[config.mk]
export PLATFORM = sky130hd
export DESIGN_NAME = key_hit_queue
export DESIGN_NICKNAME = d
export VERILOG_FILES = /design/src/rtl/key_hit_queue.sv
export SDC_FILE = /design/constraint.sdc
export NUM_CORES = 1
export LEC_CHECK = 0
export ABC_CLOCK_PERIOD_IN_PS = 6600
export BUFFER_PORTS_ARGS = -buffer_cell sky130_fd_sc_hd__buf_4
export CORE_AREA = 2 2 206 208
export DETAILED_ROUTE_END_ITERATION = 10
export DIE_AREA = 0 0 208 210
export GPL_ROUTABILITY_DRIVEN = 0
export MAX_ROUTING_LAYER = met4
export PLACE_DENSITY_LB_ADDON = 0.15
export SETUP_SLACK_MARGIN = 0.15
export SLEW_MARGIN = 20
export SYNTH_ARGS = -nofsm -noshare
export SYNTH_HDL_FRONTEND = slang
export SYNTH_SLANG_ARGS = --single-unit
[constraint.sdc]
create_clock -name clk -period 6.6 [get_ports clk]
set_input_delay 1.98 -clock clk [delete_from_list [all_inputs] [get_ports clk]]
set_output_delay 1.98 -clock clk [all_outputs]
set_load 0.05 [all_outputs]
[src/rtl/key_hit_queue.sv]
// Keyboard hit queue: maps PS/2 key presses onto hole positions and buffers
// them in a small FIFO for the game logic to consume in arrival order.
module key_hit_queue #(
    parameter int NUM_POS = 9,
    parameter int DEPTH   = 4,
    parameter int MODE    = 0
) (
    input  logic                         clk,
    input  logic                         rst,
    input  logic                         key_valid,
    input  logic [8:0]                   last_change,
    input  logic [511:0]                 key_down,
    input  logic                         enable,
    input  logic                         pop,
    input  logic                         clr_overflow,
    output logic                         hit,
    output logic [3:0]                   hit_pos,
    output logic [$clog2(DEPTH+1)-1:0]   count,
    output logic                         overflow
);

    localparam int CW = $clog2(DEPTH + 1);
    localparam int PW = $clog2(DEPTH);

    function automatic logic [3:0] code_to_pos(input logic [8:0] code);
        case (code)
            9'h015:  code_to_pos = 4'd0;
            9'h01D:  code_to_pos = 4'd1;
            9'h024:  code_to_pos = 4'd2;
            9'h01C:  code_to_pos = 4'd3;
            9'h01B:  code_to_pos = 4'd4;
            9'h023:  code_to_pos = 4'd5;
            9'h01A:  code_to_pos = 4'd6;
            9'h022:  code_to_pos = 4'd7;
            9'h021:  code_to_pos = 4'd8;
            9'h02D:  code_to_pos = 4'd9;
            9'h02B:  code_to_pos = 4'd10;
            9'h02A:  code_to_pos = 4'd11;
            9'h02C:  code_to_pos = 4'd12;
            9'h034:  code_to_pos = 4'd13;
            9'h032:  code_to_pos = 4'd14;
            default: code_to_pos = 4'd15;
        endcase
    endfunction

    function automatic logic [8:0] pos_to_code(input int p);
        case (p)
            0:       pos_to_code = 9'h015;
            1:       pos_to_code = 9'h01D;
            2:       pos_to_code = 9'h024;
            3:       pos_to_code = 9'h01C;
            4:       pos_to_code = 9'h01B;
            5:       pos_to_code = 9'h023;
            6:       pos_to_code = 9'h01A;
            7:       pos_to_code = 9'h022;
            8:       pos_to_code = 9'h021;
            9:       pos_to_code = 9'h02D;
            10:      pos_to_code = 9'h02B;
            11:      pos_to_code = 9'h02A;
            12:      pos_to_code = 9'h02C;
            13:      pos_to_code = 9'h034;
            14:      pos_to_code = 9'h032;
            default: pos_to_code = 9'h000;
        endcase
    endfunction

    logic [NUM_POS-1:0] held_mask_q, held_mask_d;
    logic [3:0]         mem_q [DEPTH];
    logic [3:0]         mem_d [DEPTH];
    logic [PW-1:0]      wr_ptr_q, wr_ptr_d;
    logic [PW-1:0]      rd_ptr_q, rd_ptr_d;
    logic [CW-1:0]      count_q, count_d;
    logic               overflow_q, overflow_d;

    logic [15:0]        held_wide;
    logic [3:0]         press_pos;
    logic               press, accept, want_push, full, do_push, do_pop, ovf_event;

    always_comb begin
        held_mask_d = '0;
        for (int p = 0; p < NUM_POS; p++) begin
            held_mask_d[p] = key_down[pos_to_code(p)];
        end
    end

    always_comb begin
        held_wide = 16'(held_mask_q);
        press_pos = code_to_pos(last_change);
        press     = key_valid && key_down[last_change] &&
                    (press_pos != 4'd15) && (int'(press_pos) < NUM_POS);
        // Acceptance uses last cycle's held state, so the key causing this strobe
        // never blocks itself but its typematic repeats do.
        if (MODE == 0) begin
            accept = (held_mask_q == '0);
        end else begin
            accept = !held_wide[press_pos];
        end
        want_push = press && accept && enable;
        full      = (count_q == CW'(DEPTH));
        do_pop    = pop && (count_q != '0);
        do_push   = want_push && (!full || do_pop);
        ovf_event = want_push && full && !do_pop;

        mem_d    = mem_q;
        wr_ptr_d = wr_ptr_q;
        rd_ptr_d = rd_ptr_q;
        count_d  = count_q;

        if (do_push) begin
            mem_d[wr_ptr_q] = press_pos;
            wr_ptr_d        = wr_ptr_q + PW'(1);
        end
        if (do_pop) begin
            rd_ptr_d = rd_ptr_q + PW'(1);
        end
        if (do_push && !do_pop) begin
            count_d = count_q + CW'(1);
        end else if (do_pop && !do_push) begin
            count_d = count_q - CW'(1);
        end

        overflow_d = (overflow_q && !clr_overflow) || ovf_event;

        if (!enable) begin
            wr_ptr_d = '0;
            rd_ptr_d = '0;
            count_d  = '0;
        end
    end

    always_ff @(posedge clk or posedge rst) begin
        if (rst) begin
            held_mask_q <= '0;
            wr_ptr_q    <= '0;
            rd_ptr_q    <= '0;
            count_q     <= '0;
            overflow_q  <= 1'b0;
            for (int i = 0; i < DEPTH; i++) begin
                mem_q[i] <= 4'd0;
            end
        end else begin
            held_mask_q <= held_mask_d;
            wr_ptr_q    <= wr_ptr_d;
            rd_ptr_q    <= rd_ptr_d;
            count_q     <= count_d;
            overflow_q  <= overflow_d;
            mem_q       <= mem_d;
        end
    end

    assign hit      = (count_q != '0);
    assign hit_pos  = hit ? mem_q[rd_ptr_q] : 4'd15;
    assign count    = count_q;
    assign overflow = overflow_q;

endmodule
==> metrics, run 1 <==
status=complete, no violations; Cell Area, Synth=2435 sq um; Final ANT Viol Nets=0; DR vias=2117; row count=75; layout cell share with drive strength beyond 1=42.72%; post-DP HPWL=8.229 mm; diodes inserted=0; Synth Area per Inst=10.87 sq um; Worst EP arrival=5.33 ns; CTS Hold Bufs=0; final period utilization=77.77%; CTS sink count=33; Worst-path clk slew=0.06 ns; clock buffer depth=2; Cell Area, Placed=3692 sq um; CP Launch Type=input pin; total power=0.7073 mW; register area=825.8 sq um; first-pass GRT wire length=15.00 mm; area occupied by multi-input gates=1471 sq um; largest net degree at the start of global routing=34; Leakage=1.516 nW; worst-margin pin slew=0.7525 ns; grt met2 use=7.481%; Top delay family on crit path=simple AND/OR/NAND/NOR gates; clock latency on the worst-skew pair=0.28 ns; fmax=194.8 MHz; DIE AREA=43680 sq um; Top FF cell, synth=dfrtp_1; busiest layer in global routing=met2; M3 GR Usage=1.713%; Post-synth EDFFs=0; CTS tree=yes; Initial Util=5.870%; max-slew violation count=0; initial antenna violation count=0; Relative slew margins=49.31%; Synth Register Bits=33; Worst Path Required=6.80 ns; slowest stage delay, CP=0.51 ns; Die Wd=208 microns; CP Class=in2reg; pre-CTS WS=1.064 ns; Post-CTS Setup Bufs=0; synth warn=0; RSZ-0062 raised after global routing=no; Nets=842; GR Util met1=6.003%; GR Overflow Total=0; Seq/Total Area, Yosys=33.92%; area grow syn2layout=57.50%; initial drt markers=69; 1st-pass router iterations=4; Mapped Cells=224; CTS buffer count=5; peak supply drop=0.00009291 V; Placeable Area=41480 sq um; io pins=536; H-tree depth=2; Crit Path Max Fanout=30; # setup viols final=0; Bufs and invs on worst path=2; Critical-path top delay cell=or4_4; crit path time final=5.133 ns; Final Hold Fails=0; routed wire length=10.15 mm; Fill cells=4824; total track usage=4.763%; cts repair resizes=0; syn nets=758; die height=210 microns; worst hold path class=reg2reg; Pwr Density=184.4 nW/um^2; Max-Cap Viols=0; setup slack after layout=1.467 ns; Wirelength per Cell=11.97 microns; Distinct cells, synth=52; Remaining DRCs=0; Worst Clk Skew=0.005928 ns; Setup crit end kind=register; CP Cell Sequence=buf_4 > mux4_1 > nor2_1 > o41ai_1 > a21oi_1 > or4_4 > a311oi_4 > buf_4 > nand2_1 > nor2_1 > fa_1 > nand2_1 > nor3_1 > mux2i_1 > a31oi_1; post-route cell area=3835 sq um; I/O Buffers=87; CTS root buffer=clkbuf_16; vias per cell=2.496; final setup TNS=0 ns; ys async rst share=100.0%; vias in the first global route=2278
==> metrics by stage <==
| step | instances | utilization, % | hold WS (ns) |
|---|---|---|---|
| 2_1_floorplan | 224 | - | 0.4587 |
| 3_5_place_dp | 840 | 8.902 | 0.4786 |
| 5_1_grt | 848 | 9.246 | 0.5139 |
| 4_1_cts | 848 | 9.246 | 0.4920 |
| 3_3_place_gp | 840 | 8.902 | 0.4713 |
| 6_report | 848 | 9.246 | 0.4882 |
==> cells by family after synthesis <==
family,share of synthesized area [%]
buffers and inverters,5.653
AND/OR/NAND/NOR,18.81
XOR/XNOR,1.079
flip-flops,33.92
adder cells (fa/ha/maj),3.905
multiplexers,27.18
AO/OA/AOI/OAI,9.456
==> cells in the final DEF, fill, tap and decap left out, types with 3 or more instances in the layout <==
cell	count
inv_1	14
o211ai_1	3
nand4_1	3
mux4_2	15
buf_4	89
nor4_1	5
nor3_1	5
dfrtp_1	33
or2_2	4
a21oi_1	6
nand3b_1	3
mux2_1	9
o21ai_0	5
ha_1	6
clkbuf_16	5
nor2_1	12
nor2b_1	4
mux2i_1	8
mux2_2	8
nand2b_1	6
nand3_2	4
a31oi_1	3
a2111oi_0	3
nand2_1	23
==> per-layer routing <==
| layer | part of all wire (%) | vias up | routed length [microns] |
|---|---|---|---|
| met3 | 7.3 | 6 | 742 |
| met1 | 47 | 1027 | 4728 |
| met4 | 0.45 | 0 | 46 |
| met2 | 46 | 86 | 4634 |
| li1 | - | 998 | - |
| met5 | 0 | - | 0 |
==> path summary, 6_finish.rpt <==
path	cells past startpoint	from	endpoint	slack [ns]
worst min-delay path	1	mem_q[4]	mem_q[4]	0.49
worst max register to register	11	held_mask_q[2]	count[2]	3.98
min in group asynchronous	3	rst	mem_q[3]	1.82
worst min register to register	1	mem_q[4]	mem_q[4]	0.49
worst max-delay path	15	last_change[0]	count[2]	1.47
max in group asynchronous	3	rst	held_mask_q[0]	4.46
==> area by class of cell <==
type / instances / area share, %
multi-input cells: 165 / 38.37
flip-flops and latches: 33 / 21.53
inverters: 14 / 1.370
repair buffers: 89 / 17.42
clock inverters: 3 / 0.4568
clock buffers: 5 / 3.263
well taps: 539 / 17.59
==> flip-flops by register name, indices dropped and copies added, names as in the netlist <==
signal,count
held_mask_q,9
rd_ptr_q,2
count,3
overflow,1
mem_q,16
wr_ptr_q,2
==> synthesized netlist by cell type (all sizes together), types with 4 or more instances <==
master | number | area share, %
nand2 | 23 | 3.5
inv | 14 | 2.2
nor3 | 5 | 1.0
mux4 | 17 | 16
a21oi | 6 | 1.2
nor4 | 5 | 1.3
nor2b | 4 | 1.0
nand2b | 6 | 1.5
buf | 10 | 3.2
nor2 | 12 | 1.8
nand3 | 6 | 2.1
mux2i | 8 | 3.3
or2 | 4 | 1.0
dfrtp | 33 | 34
o21ai | 6 | 1.2
mux2 | 17 | 7.9
ha | 6 | 3.1
==> power breakdown <==
part | switching, mW | total [mW] | internal, mW | leakage (nW)
sequential | 0.0128 | 0.223 | 0.210 | 0.440
clock | 0.0904 | 0.229 | 0.138 | 0.0696
combinational | 0.152 | 0.256 | 0.104 | 1.01
total | 0.255 | 0.707 | 0.452 | 1.52
(Power assumes the default switching activity.)
==> run 2: changes to the inputs <==
Settings changed: ABC_AREA set to 1, ABC_CLOCK_PERIOD_IN_PS 6600 to 4840, CORE_AREA 2 2 206 208 to 2 2 207 209, DIE_AREA 0 0 208 210 to 0 0 209 211.
Clock period 6.6 ns to 4.84 ns, I/O delays scaled along.
==> run 2 against run 1 <==
  * Combinational power grew to 3.4 times the previous value
  * Die area rose by 0.96%
  * Cell area increased by 88%
  * Via count rose to 2.8 times the previous value
  * Sequential share of layout area fell by 10 points
  * Wire length rose to 2.6 times the previous value
  * Critical endpoint is now count[1]
==> metrics, run 2 <==
Max-Cap Viols=0 (unchanged); Top FF cell, synth=dfrtp_1 (unchanged); Final Hold Fails=0 (unchanged); Cell Area, Synth=4334 sq um (was 2435 sq um); cts repair resizes=0 (unchanged); synth top area cells=nand2_1, dfrtp_1, nand3_1 (was dfrtp_1, mux4_2, mux2_1); CP Launch Type=input pin (unchanged); Initial Util=10.38% (was 5.870%); Setup crit end kind=register (unchanged); placed insts=1612 (was 840); Final ANT Viol Nets=0 (unchanged); pre-CTS WS=0.3916 ns (was 1.064 ns); RSZ-0062 raised after global routing=no (unchanged); worst-margin pin slew=0.6348 ns (was 0.7525 ns); clock buffer depth=2 (unchanged); met1 wire length=12.75 mm (was 4.728 mm); die height=211 microns (was 210 microns); most common cell after layout, fill and taps aside=nand2_1 (was buf_4); Worst EP arrival=4.28 ns (was 5.33 ns); fmax=245.2 MHz; I/O Buffers=279 (was 87); met3 WL post-DR=1.356 mm (was 742 microns); CP Class=in2reg (unchanged); row count=75 (unchanged); io pins=536 (unchanged); area grow syn2layout=66.74% (was 57.50%); status=complete, no violations (unchanged); first-pass GRT wire length=38.70 mm (was 15.00 mm); Post-synth top cells=nand2_1, nor2_1, nand3_1, inv_1, dfrtp_1 (was dfrtp_1, nand2_1, mux4_2, inv_1, nor2_1); Worst Path Required=5.04 ns (was 6.80 ns); Seq/Total Area, Yosys=19.05% (was 33.92%); Bufs and invs on worst path=3 (was 2); crit path time final=4.078 ns; 1st-pass router iterations=5 (was 4); fin cells=1621 (was 848); most frequent cells in the layout=nand2_1, buf_4, nor2_1 (was buf_4, dfrtp_1, nand2_1); CP Cell Sequence=buf_4 > nor2_1 > inv_1 > o211ai_2 > inv_2 > nand3_1 > a21oi_1 > a21oi_2 > nor2_4 > nand3_2 > nor2_2 > fa_1 > o21ai_1 (was buf_4 > mux4_1 > nor2_1 > o41ai_1 > a21oi_1 > or4_4 > a311oi_4 > buf_4 > nand2_1 > nor2_1 > fa_1 > nand2_1 > nor3_1 > mux2i_1 > a31oi_1); post-route cell area=7227 sq um (was 3835 sq um); CTS root buffer=clkbuf_16 (unchanged); synth warn=0 (unchanged); initial drt markers=284 (was 69); Post-synth EDFFs=0 (unchanged); Worst-path clk slew=0.06 ns (about the same); worst hold margin=0.4888 ns (was 0.4882 ns); peak supply drop=0.0001520 V (was 0.00009291 V); max-slew violation count=0 (unchanged); Routed met2 length=12.40 mm (was 4.634 mm); total power=1.571 mW (was 0.7073 mW); Leakage=3.789 nW (was 1.516 nW); CTS Hold Bufs=0 (unchanged); Crit Path Max Fanout=23 (was 30); Synth Area per Inst=5.318 sq um (was 10.87 sq um); DIE AREA=44100 sq um (was 43680 sq um); Critical-path top delay cell=a21oi_1 (was or4_4); CTS buffer count=5 (unchanged); post-DP HPWL=21.66 mm (was 8.229 mm); largest net degree at the start of global routing=46 (was 34); GR Overflow Total=0 (unchanged); post-synth top area cell=nand2_1 (was dfrtp_1); Post-CTS Setup Bufs=0 (unchanged); worst hold path class=reg2reg (unchanged); routed wire length=26.57 mm (was 10.15 mm); final setup TNS=0 ns (unchanged); top-count cell post-synth=nand2_1 (was dfrtp_1); final period utilization=84.25%; DR vias=5946 (was 2117); Top delay family on crit path=compound AO/OA/AOI/OAI gates (was simple AND/OR/NAND/NOR gates); Wirelength per Cell=16.39 microns (was 11.97 microns); Synth top area share=38.37% (was 33.92%); Remaining DRCs=0 (unchanged); Placeable Area=41760 sq um (was 41480 sq um); Nets=1614 (was 842); vias per cell=3.668 (was 2.496); Cell Area, Placed=7052 sq um (was 3692 sq um); syn nets=1349 (was 758); Relative slew margins=57.68% (was 49.31%); slowest stage delay, CP=0.52 ns (was 0.51 ns); Most flops, register=mem_q (unchanged); # setup viols final=0 (unchanged); Worst Clk Skew=0.006728 ns (was 0.005928 ns); Mapped Cells=815 (was 224); Pwr Density=217.4 nW/um^2 (was 184.4 nW/um^2); CTS tree=yes (unchanged); Synth Register Bits=33 (unchanged); initial antenna violation count=1 (was 0); max reg flops=16 (unchanged); CTS sink count=33 (unchanged); setup slack after layout=0.7621 ns (was 1.467 ns); layout cell share with drive strength beyond 1=30.71% (was 42.72%); Die Wd=209 microns (was 208 microns); vias in the first global route=6133 (was 2278); total track usage=12.07% (was 4.763%); highest routed layer=met4 (unchanged); H-tree depth=2 (unchanged); Distinct cells, synth=35 (was 52); clock latency on the worst-skew pair=0.28 ns (about the same); Fill cells=4858 (was 4824); ys async rst share=100.0% (unchanged); final core occ=17.31% (was 9.246%)
## run 2: metal layers
metal | vias to the layer above | track usage, %
met1 | 2641 | 15.95
met3 | 6 | 2.052
met5 | - | -
met4 | 0 | 1.059
li1 | 3115 | -
met2 | 184 | 20.06
## run 2: final cells by class
| class | count | area [sq um] | share of cell area, % |
|---|---|---|---|
| repair buffers | 300 | 2290 | 31.68 |
| well taps | 539 | 674.4 | 9.332 |
| clock inverters | 1 | 30.03 | 0.4155 |
| multi-input cells | 692 | 3074 | 42.54 |
| clock buffers | 7 | 142.6 | 1.974 |
| flip-flops and latches | 33 | 825.8 | 11.43 |
| diodes | 1 | 2.502 | 0.03463 |
| inverters | 48 | 187.7 | 2.597 |
## run 2: cells by family after synthesis
family	synth area share, %
AOI/OAI and AO/OA	9.498
and+or+nand+nor	58.20
muxes	0.9238
adders and majority gates	2.194
buffers and inverters	10.13
DFF	19.05
## run 2: report_power, final
| part | internal [mW] | leakage (nW) | switching (mW) |
|---|---|---|---|
| Combinational | 0.335 | 3.27 | 0.541 |
| Sequential | 0.293 | 0.439 | 0.0265 |
| Clock | 0.257 | 0.0841 | 0.119 |
| Total | 0.885 | 3.79 | 0.686 |
## run 2: path summary, 6_finish.rpt
kind | startpoint | to | slack, ns | cells past startpoint
worst max-delay path | last_change[3] | count[1] | 0.76 | 13
worst min-delay path | mem_q[14] | mem_q[14] | 0.49 | 2
worst max register to register | held_mask_q[2] | count[1] | 2.89 | 7
worst min register to register | mem_q[14] | mem_q[14] | 0.49 | 2
max in group asynchronous | rst | held_mask_q[2] | 2.97 | 3
min in group asynchronous | rst | count[2] | 1.19 | 2
## run 2: worst reg2reg max path, cell delays in order, from the launching register on
cell and delay (ns):
dfrtp_1 0.39, nor4_1 0.27, nand3_1 0.16, nor2_4 0.18, nand3_2 0.15, nor2_2 0.17
fa_1 0.43, o21ai_1 0.14
